<file path="src/rtl/otter_iobus_timer_if.sv">
// OTTER IOBUS responder interface for the timer peripheral.
// Signals:
//   addr   32  byte address from the MCU
//   wdata  32  store data from the MCU
//   wr     1   write strobe, one write per high cycle
//   rdata  32  load data back to the MCU, combinational from the responder
// Modports: master (MCU side) drives addr/wdata/wr; slave (peripheral) drives rdata.
interface otter_iobus_timer_if;
    logic [31:0] addr;
    logic [31:0] wdata;
    logic        wr;
    logic [31:0] rdata;

    modport master (
        output addr,
        output wdata,
        output wr,
        input  rdata
    );

    modport slave (
        input  addr,
        input  wdata,
        input  wr,
        output rdata
    );
endinterface

</file>
<file path="src/rtl/otter_iobus_timer.sv">
// Memory-mapped timer/compare peripheral on the OTTER IOBUS.
// A prescaled up-counter compared against COMPARE; a match sets a sticky MATCH flag,
// then either reloads the count to zero or stops the timer (one-shot).
// Ports:
//   clk       system clock, all state on posedge
//   rst_n     asynchronous active-low reset
//   bus       IOBUS slave: addr/wdata/wr in, rdata out (zero-latency read)
//   tmr_intr  registered level interrupt, MATCH & IRQ_EN
// Register map (word offsets in a 32-byte window at BASE_ADDR):
//   0x00 CTRL [0]EN [1]AUTO_RELOAD [2]IRQ_EN, 0x04 PRESCALE, 0x08 COMPARE,
//   0x0C COUNT, 0x10 STATUS [0]MATCH (write 1 to clear); other offsets read 0.
module otter_iobus_timer #(
    parameter logic [31:0] BASE_ADDR = 32'h1100_0100,
    parameter int unsigned PRE_W     = 16
) (
    input  logic                 clk,
    input  logic                 rst_n,
    otter_iobus_timer_if.slave   bus,
    output logic                 tmr_intr
);

    localparam logic [2:0] OffCtrl     = 3'd0;
    localparam logic [2:0] OffPrescale = 3'd1;
    localparam logic [2:0] OffCompare  = 3'd2;
    localparam logic [2:0] OffCount    = 3'd3;
    localparam logic [2:0] OffStatus   = 3'd4;

    logic             en_q, en_d;
    logic             auto_q, auto_d;
    logic             irq_en_q, irq_en_d;
    logic [PRE_W-1:0] prescale_q, prescale_d;
    logic [PRE_W-1:0] pre_cnt_q, pre_cnt_d;
    logic [31:0]      compare_q, compare_d;
    logic [31:0]      count_q, count_d;
    logic             match_q, match_d;
    logic             intr_q, intr_d;

    logic       hit;
    logic [2:0] off;
    logic       wr_ctrl, wr_prescale, wr_compare, wr_count, wr_status;
    logic       tick;
    logic       match_set;
    logic       stop;
    logic [31:0] rdata;

    // Word access only: the byte lane bits are deliberately ignored.
    logic unused_addr;
    assign unused_addr = ^bus.addr[1:0];

    always_comb begin
        hit         = bus.addr[31:5] == BASE_ADDR[31:5];
        off         = bus.addr[4:2];
        wr_ctrl     = bus.wr && hit && (off == OffCtrl);
        wr_prescale = bus.wr && hit && (off == OffPrescale);
        wr_compare  = bus.wr && hit && (off == OffCompare);
        wr_count    = bus.wr && hit && (off == OffCount);
        wr_status   = bus.wr && hit && (off == OffStatus);
    end

    always_comb begin
        en_d       = en_q;
        auto_d     = auto_q;
        irq_en_d   = irq_en_q;
        prescale_d = prescale_q;
        pre_cnt_d  = pre_cnt_q;
        compare_d  = compare_q;
        count_d    = count_q;
        match_d    = match_q;
        match_set  = 1'b0;
        stop       = 1'b0;

        tick = en_q && (pre_cnt_q == prescale_q);

        if (en_q) begin
            pre_cnt_d = tick ? '0 : pre_cnt_q + PRE_W'(1);
        end
        // A new prescale value or a fresh enable restarts the tick phase.
        if (wr_prescale || (wr_ctrl && !en_q && bus.wdata[0])) begin
            pre_cnt_d = '0;
        end

        // A COUNT write wins outright: no compare is evaluated this cycle.
        if (wr_count) begin
            count_d = bus.wdata;
        end else if (tick) begin
            if (count_q == compare_q) begin
                match_set = 1'b1;
                if (auto_q) begin
                    count_d = '0;
                end else begin
                    stop = 1'b1;
                end
            end else begin
                count_d = count_q + 32'd1;
            end
        end

        if (wr_ctrl) begin
            en_d     = bus.wdata[0];
            auto_d   = bus.wdata[1];
            irq_en_d = bus.wdata[2];
        end else if (stop) begin
            en_d = 1'b0;
        end

        if (wr_prescale) begin
            prescale_d = bus.wdata[PRE_W-1:0];
        end
        if (wr_compare) begin
            compare_d = bus.wdata;
        end

        // Setting beats clearing when both land in the same cycle.
        if (match_set) begin
            match_d = 1'b1;
        end else if (wr_status && bus.wdata[0]) begin
            match_d = 1'b0;
        end

        intr_d = match_d & irq_en_d;
    end

    always_ff @(posedge clk or negedge rst_n) begin
        if (!rst_n) begin
            en_q       <= 1'b0;
            auto_q     <= 1'b0;
            irq_en_q   <= 1'b0;
            prescale_q <= '0;
            pre_cnt_q  <= '0;
            compare_q  <= 32'hFFFF_FFFF;
            count_q    <= '0;
            match_q    <= 1'b0;
            intr_q     <= 1'b0;
        end else begin
            en_q       <= en_d;
            auto_q     <= auto_d;
            irq_en_q   <= irq_en_d;
            prescale_q <= prescale_d;
            pre_cnt_q  <= pre_cnt_d;
            compare_q  <= compare_d;
            count_q    <= count_d;
            match_q    <= match_d;
            intr_q     <= intr_d;
        end
    end

    // Reads see the pre-write register values, so a same-cycle write is not visible.
    always_comb begin
        rdata = '0;
        if (hit) begin
            case (off)
                OffCtrl:     rdata = {29'd0, irq_en_q, auto_q, en_q};
                OffPrescale: rdata = 32'(prescale_q);
                OffCompare:  rdata = compare_q;
                OffCount:    rdata = count_q;
                OffStatus:   rdata = {31'd0, match_q};
                default:     rdata = '0;
            endcase
        end
    end

    assign bus.rdata = rdata;
    assign tmr_intr  = intr_q;

endmodule

</file>
<file path="src/flat_wrapper.sv">
// flat-port wrapper written by rule: the top's interface ports become plain ports
module otter_iobus_timer_flat 
#(
    parameter logic [31:0] BASE_ADDR = 32'h1100_0100,
    parameter int unsigned PRE_W     = 16
)
  (clk, rst_n, tmr_intr, bus_addr, bus_wdata, bus_wr, bus_rdata);
  otter_iobus_timer_if bus_i ();
  input  logic clk;
  input  logic rst_n;
  output logic tmr_intr;
  input wire logic [$bits(bus_i.addr)-1:0] bus_addr;
  input wire logic [$bits(bus_i.wdata)-1:0] bus_wdata;
  input wire logic [$bits(bus_i.wr)-1:0] bus_wr;
  output wire logic [$bits(bus_i.rdata)-1:0] bus_rdata;
  assign bus_i.addr = bus_addr;
  assign bus_i.wdata = bus_wdata;
  assign bus_i.wr = bus_wr;
  assign bus_rdata = bus_i.rdata;
  otter_iobus_timer #(.BASE_ADDR(BASE_ADDR), .PRE_W(PRE_W)) u_core (.clk(clk), .rst_n(rst_n), .bus(bus_i), .tmr_intr(tmr_intr));
endmodule
</file>
<file path="config.mk">
export PLATFORM = sky130hd
export DESIGN_NAME = otter_iobus_timer_flat
export DESIGN_NICKNAME = d
export VERILOG_FILES = /design/src/rtl/otter_iobus_timer_if.sv /design/src/rtl/otter_iobus_timer.sv /design/src/flat_wrapper.sv
export SDC_FILE = /design/constraint.sdc
export NUM_CORES = 1
export LEC_CHECK = 0
export ABC_AREA = 1
export BUFFER_PORTS_ARGS = -buffer_cell sky130_fd_sc_hd__buf_2
export CAP_MARGIN = 20
export CORE_MARGIN = 5
export CORE_UTILIZATION = 40
export CTS_CLUSTER_SIZE = 30
export DETAILED_ROUTE_END_ITERATION = 8
export PLACE_DENSITY = 0.66
export SLEW_MARGIN = 20
export SYNTH_ARGS = -nofsm -noshare
export SYNTH_HDL_FRONTEND = slang
export SYNTH_SLANG_ARGS = --single-unit
</file>
<file path="constraint.sdc">
create_clock -name clk -period 4.5 [get_ports clk]
set_clock_uncertainty 0.1 [all_clocks]
set_input_delay 0.9 -clock clk [delete_from_list [all_inputs] [get_ports clk]]
set_output_delay 0.9 -clock clk [all_outputs]
set_load 0.1 [all_outputs]
</file>
---- Word-level counts from Yosys, hierarchy flattened ----
Cells that the tools add are included.
storage, ports and cells
  bits in registers ....................... 101
  bits in latches ......................... 0
  memory bits (writable) .................. 0
  bits in read-only memories .............. 0
  bits of input ports ..................... 67
  output and inout port bits .............. 33
  word-level logic and storage cells ...... 58
  memories kept ........................... 0
operators by class
  $add $sub $neg .......................... 2
  multipliers ............................. 0
  divide/modulo/power cells ............... 0
  $lt $le $gt $ge ......................... 0
  equality and inequality tests ........... 8
  shift operators ......................... 0
  muxes and demuxes ....................... 21
  bitwise operators ....................... 1
  reductions and logical operators ........ 17
operator list
  cell                     number
  $mux W32                 5
  $pmux W32 S5             1
  $mux W16                 3
  $add A32 B1 Y32 const B  1
  $eq A32 B32 Y1           1
  $eq A27 B24 Y1 const B   1
  $add A16 B1 Y16 const B  1
  $eq A16 B16 Y1           1
  $mux W1                  12
  $logic_and A1 B1 Y1      10
  $eq A3 B2 Y1 const B     2
  $reduce_bool A2 Y1       3
  $eq A3 B1 Y1 const B     1
  $eq A3 B3 Y1 const B     1
  $logic_not A3 Y1         1
  $ne A3 B1 Y1 const B     1
  $reduce_and A2 Y1        1
  $and A1 B1 Y1            1
  $logic_not A1 Y1         1
  $logic_or A1 B1 Y1       1

---- Depth between registers and ports, before layout ----
  depth after elaboration ................. 7
  depth in mapped cells ................... 15
  depth with buffers taken out ............ 13

---- Worst setup path after synthesis ----
OpenSTA, ideal clock, no wires.
  kind .................................... input to output
  from .................................... input port bus_addr[2]
  to ...................................... output port bus_rdata[12]
  arrival ................................. 3427 ps
  data required time ...................... 3500 ps
  setup slack ............................. 73 ps
  cell stages on the path ................. 4
  path buffers ............................ 1
  cell sequence ........................... nor3_2 -> clkbuf_1 -> nand2_1 -> a31oi_1
between the ends
  longest elaborated chain between the ends .. 3
  elaborated cells between the ends (all ways) .. 7
  those cells by class .................... eq/ne: 4; mux: 2; reduce/logical: 1
RTL lines
  item                                  RTL line                  RTL
  from (decl)                           flat_wrapper.sv:12        input wire logic [$bits(bus_i.addr)-1:0] bus_addr;
  $eq A3 B3 Y1 (tied with other cells)  otter_iobus_timer.sv:151  case (off)
  $pmux W32 S5 (*)                      otter_iobus_timer.sv:151
  $mux W32 (*)                          otter_iobus_timer.sv:150  if (hit) begin
  to (decl)                             flat_wrapper.sv:15        output wire logic [$bits(bus_i.rdata)-1:0] bus_rdata;
Mark *: on every way between the ends. The rest lies on a longest branch, timed or not.

---- Final worst setup path ----
  from .................................... input port bus_addr[4]
  to ...................................... output port bus_rdata[12]
The elaborated chain is that of the path after synthesis.

==> metrics.txt <==
status finished clean; final setup fails 0; Rows 49; Vias 7356; drt via density 5.21; Critical-path top delay cell buf_2; htree depth 3; Final Cycle Share 82.6%; Setup TNS 0 ps; worst path arrival time 2720 ps; CP Capture Type primary output; dominant cell type by area after synthesis dfrtp_1; # clock sinks 101; largest net degree at the start of global routing 75; antenna-violating nets left 0; Total GRT Usage 21.2%; Area Growth Syn to Fin 11.5%; Worst-Margin Slew 983 ps; Initial DRC Count 570; worst path cell trace buf_2, inv_1, nand3_1, inv_1, nand2_1, a31oi_1, buf_2; IO Count 100; layout cells sized above 1 16.2%; Reg2Reg Depth 10; multi-input logic area 4160 um^2; Critical R2R Capture u_core.count_q[6]$_DFFE_PN0P_; Crit Reg-Reg Startpoint u_core.count_q[13]$_DFFE_PN0P_; Cell variety after synth 38; Final Hold Vio Count 0; post-route setup slack 783 ps; clk slew on worst S/H paths 70 ps; Hold/Removal Path Class reg2reg; drt wl/cell 15.9 um; Slew HR 34.4%; pre-CTS setup slack 785 ps; Post-synth ARST share 100%; placed cell areas 7940 um^2; cell family with most CP delay buffers and inverters; FILL cells 1908; CTS Buffer Depth 2; number of synthesis warnings 0; PortBufs 97; Post-synth top cells 449 x nand2_1, 124 x nor2_1, 95 x inv_1; initial antenna violation count 0; worst setup path start bus_addr[4]; most common cell in the synthesized netlist nand2_1; R2R setup slack 1960 ps; drt first pass iters 7; full die area 21200 um^2; Max VDD drop 0.187 mV; CTS tree yes; CTS buffer count 9; DP HPWL 16.6 mm; # resized after CTS 0; die height 146 um; Mean Syn Cell Area 6.59 um^2; postcts setup bufs 0; Initial Util 40.8%; sequential share of the synthesized area 34.9%; Synth top area share 23.5%; Leak 4.08 nW; Critical Path Max Stage Delay 490 ps; CP Max Fanout 14; Synth Flop Type dfrtp_1; Maximum Capacitance Violations 0; FMAX 269 MHz; cells after synthesis 1116; RSZ-0062 raised after global routing false; CP Capture Point bus_rdata[12]; syn_nets 1185; Synth area leaders dfrtp_1 23%, nand2_1 23%, dfstp_2 11%; synthesized area 7360 um^2; post-route cell area 8200 um^2; root buffer cell clkbuf_16; # hold bufs at CTS 0; worst hold slack 389 ps; Critical Path Stages 7; critical path class in2out; DIE WIDTH 146 um; number of buffers and inverters on the critical path 4; DRC 0; GRT overflow 0; gpl congestion 0.935; crit path launch type input pin; required time of the critical path 3500 ps; Post-synth EDFFs 0; Nets 1246; first-pass GRT wire length 37.0 mm; fin crit period 3720 ps; flops & latches, synth 101; Core Area 18000 um^2; worst skew pair latency 360 ps; vias in the first global route 7040; Reg area 2570 um^2; diode count 0; Final Max Slew Viols 0; total wire length 22.5 mm; pwr dens 213 nW/um^2
## cell families after synthesis
| family | Yosys count | share of synthesized area, % |
|---|---|---|
| buffers and inverters | 154 | 8.78 |
| adder cells (fa/ha/maj) | 2 | 0.340 |
| AND/OR/NAND/NOR | 699 | 39.2 |
| AO/OA/AOI/OAI | 84 | 6.85 |
| multiplexers | 25 | 3.83 |
| XOR/XNOR | 51 | 6.07 |
| flip-flops | 101 | 34.9 |
## layout by cell type, fill, tap and decap left out, types with 7 or more instances in the layout
cell,synthesis,final
xnor2_1,24,24
dfrtp_1,69,69
nand2_1,449,448
nand3_1,62,62
mux2_2,24,24
inv_1,95,95
dfstp_2,32,32
nand3b_1,17,17
nor3_1,13,13
buf_2,30,96
o21ai_0,35,35
buf_4,0,7
nor2_1,124,124
nand4_1,19,19
clkbuf_16,0,9
a22oi_1,20,20
a31oi_1,8,8
xor2_1,27,27
## cell type report
cell class | count | share of cell area, %
sequential | 101 | 31.3
multi-input combinational | 861 | 50.6
clock buffer | 14 | 3.10
inverter | 100 | 4.58
tap | 229 | 3.49
clock inverter | 2 | 0.153
timing repair buffer | 104 | 6.74
## worst min path at each step
| stage | start | to | cells past startpoint |
|---|---|---|---|
| 3_3_place_gp | u_core.compare_q[1]$_DFFE_PN1P_ | u_core.compare_q[1]$_DFFE_PN1P_ | 2 |
| 6_report | u_core.compare_q[3]$_DFFE_PN1P_ | u_core.compare_q[3]$_DFFE_PN1P_ | 2 |
| 3_5_place_dp | u_core.compare_q[3]$_DFFE_PN1P_ | u_core.compare_q[3]$_DFFE_PN1P_ | 2 |
| 2_1_floorplan | u_core.compare_q[0]$_DFFE_PN1P_ | u_core.compare_q[0]$_DFFE_PN1P_ | 2 |
| 5_1_grt | u_core.compare_q[3]$_DFFE_PN1P_ | u_core.compare_q[3]$_DFFE_PN1P_ | 2 |
| 4_1_cts | u_core.compare_q[3]$_DFFE_PN1P_ | u_core.compare_q[3]$_DFFE_PN1P_ | 2 |
## per-layer routing
| metal | routed length (um) | GRT usage (%) | vias to the layer above |
|---|---|---|---|
| met4 | 369 | 6.11 | 0 |
| met5 | 0 | 0 | - |
| met3 | 1320 | 3.18 | 26 |
| met2 | 10200 | 33.0 | 207 |
| met1 | 10500 | 30.6 | 3486 |
| li1 | - | - | 3637 |
## per-stage QoR
| stage | util, % | total power [mW] | instances |
|---|---|---|---|
| 6_report | 45.5 | 1.75 | 1411 |
| 5_1_grt | 45.5 | 1.81 | 1411 |
| 4_1_cts | 45.5 | 1.76 | 1411 |
| 3_5_place_dp | 44.0 | 1.02 | 1395 |
| 3_3_place_gp | 44.0 | 1.02 | 1395 |
| 2_1_floorplan | - | 0.948 | 1116 |
## report_power, final
group          switching [mW]  internal, mW  total (mW)
sequential        0.000000171         0.909       0.909
clock                   0.357         0.391       0.748
combinational          0.0626        0.0297      0.0923
## flip-flops by register name (all words and copies together) (netlist names)
register and cells:
u_core.compare_q 32, u_core.count_q 32, u_core.pre_cnt_q 16, u_core.prescale_q 16, u_core.auto_q 1, u_core.en_q 1, u_core.irq_en_q 1, u_core.match_q 1
u_core.tmr_intr 1
## worst register-to-register path, delay by kind of cell (launching register included)
family | cells | cell delay (ps)
DFF | 1 | 470
and+or+nand+nor | 9 | 1480
xor gates and xnor gates | 1 | 370
Note: power is estimated with default switching activity, not from simulation.
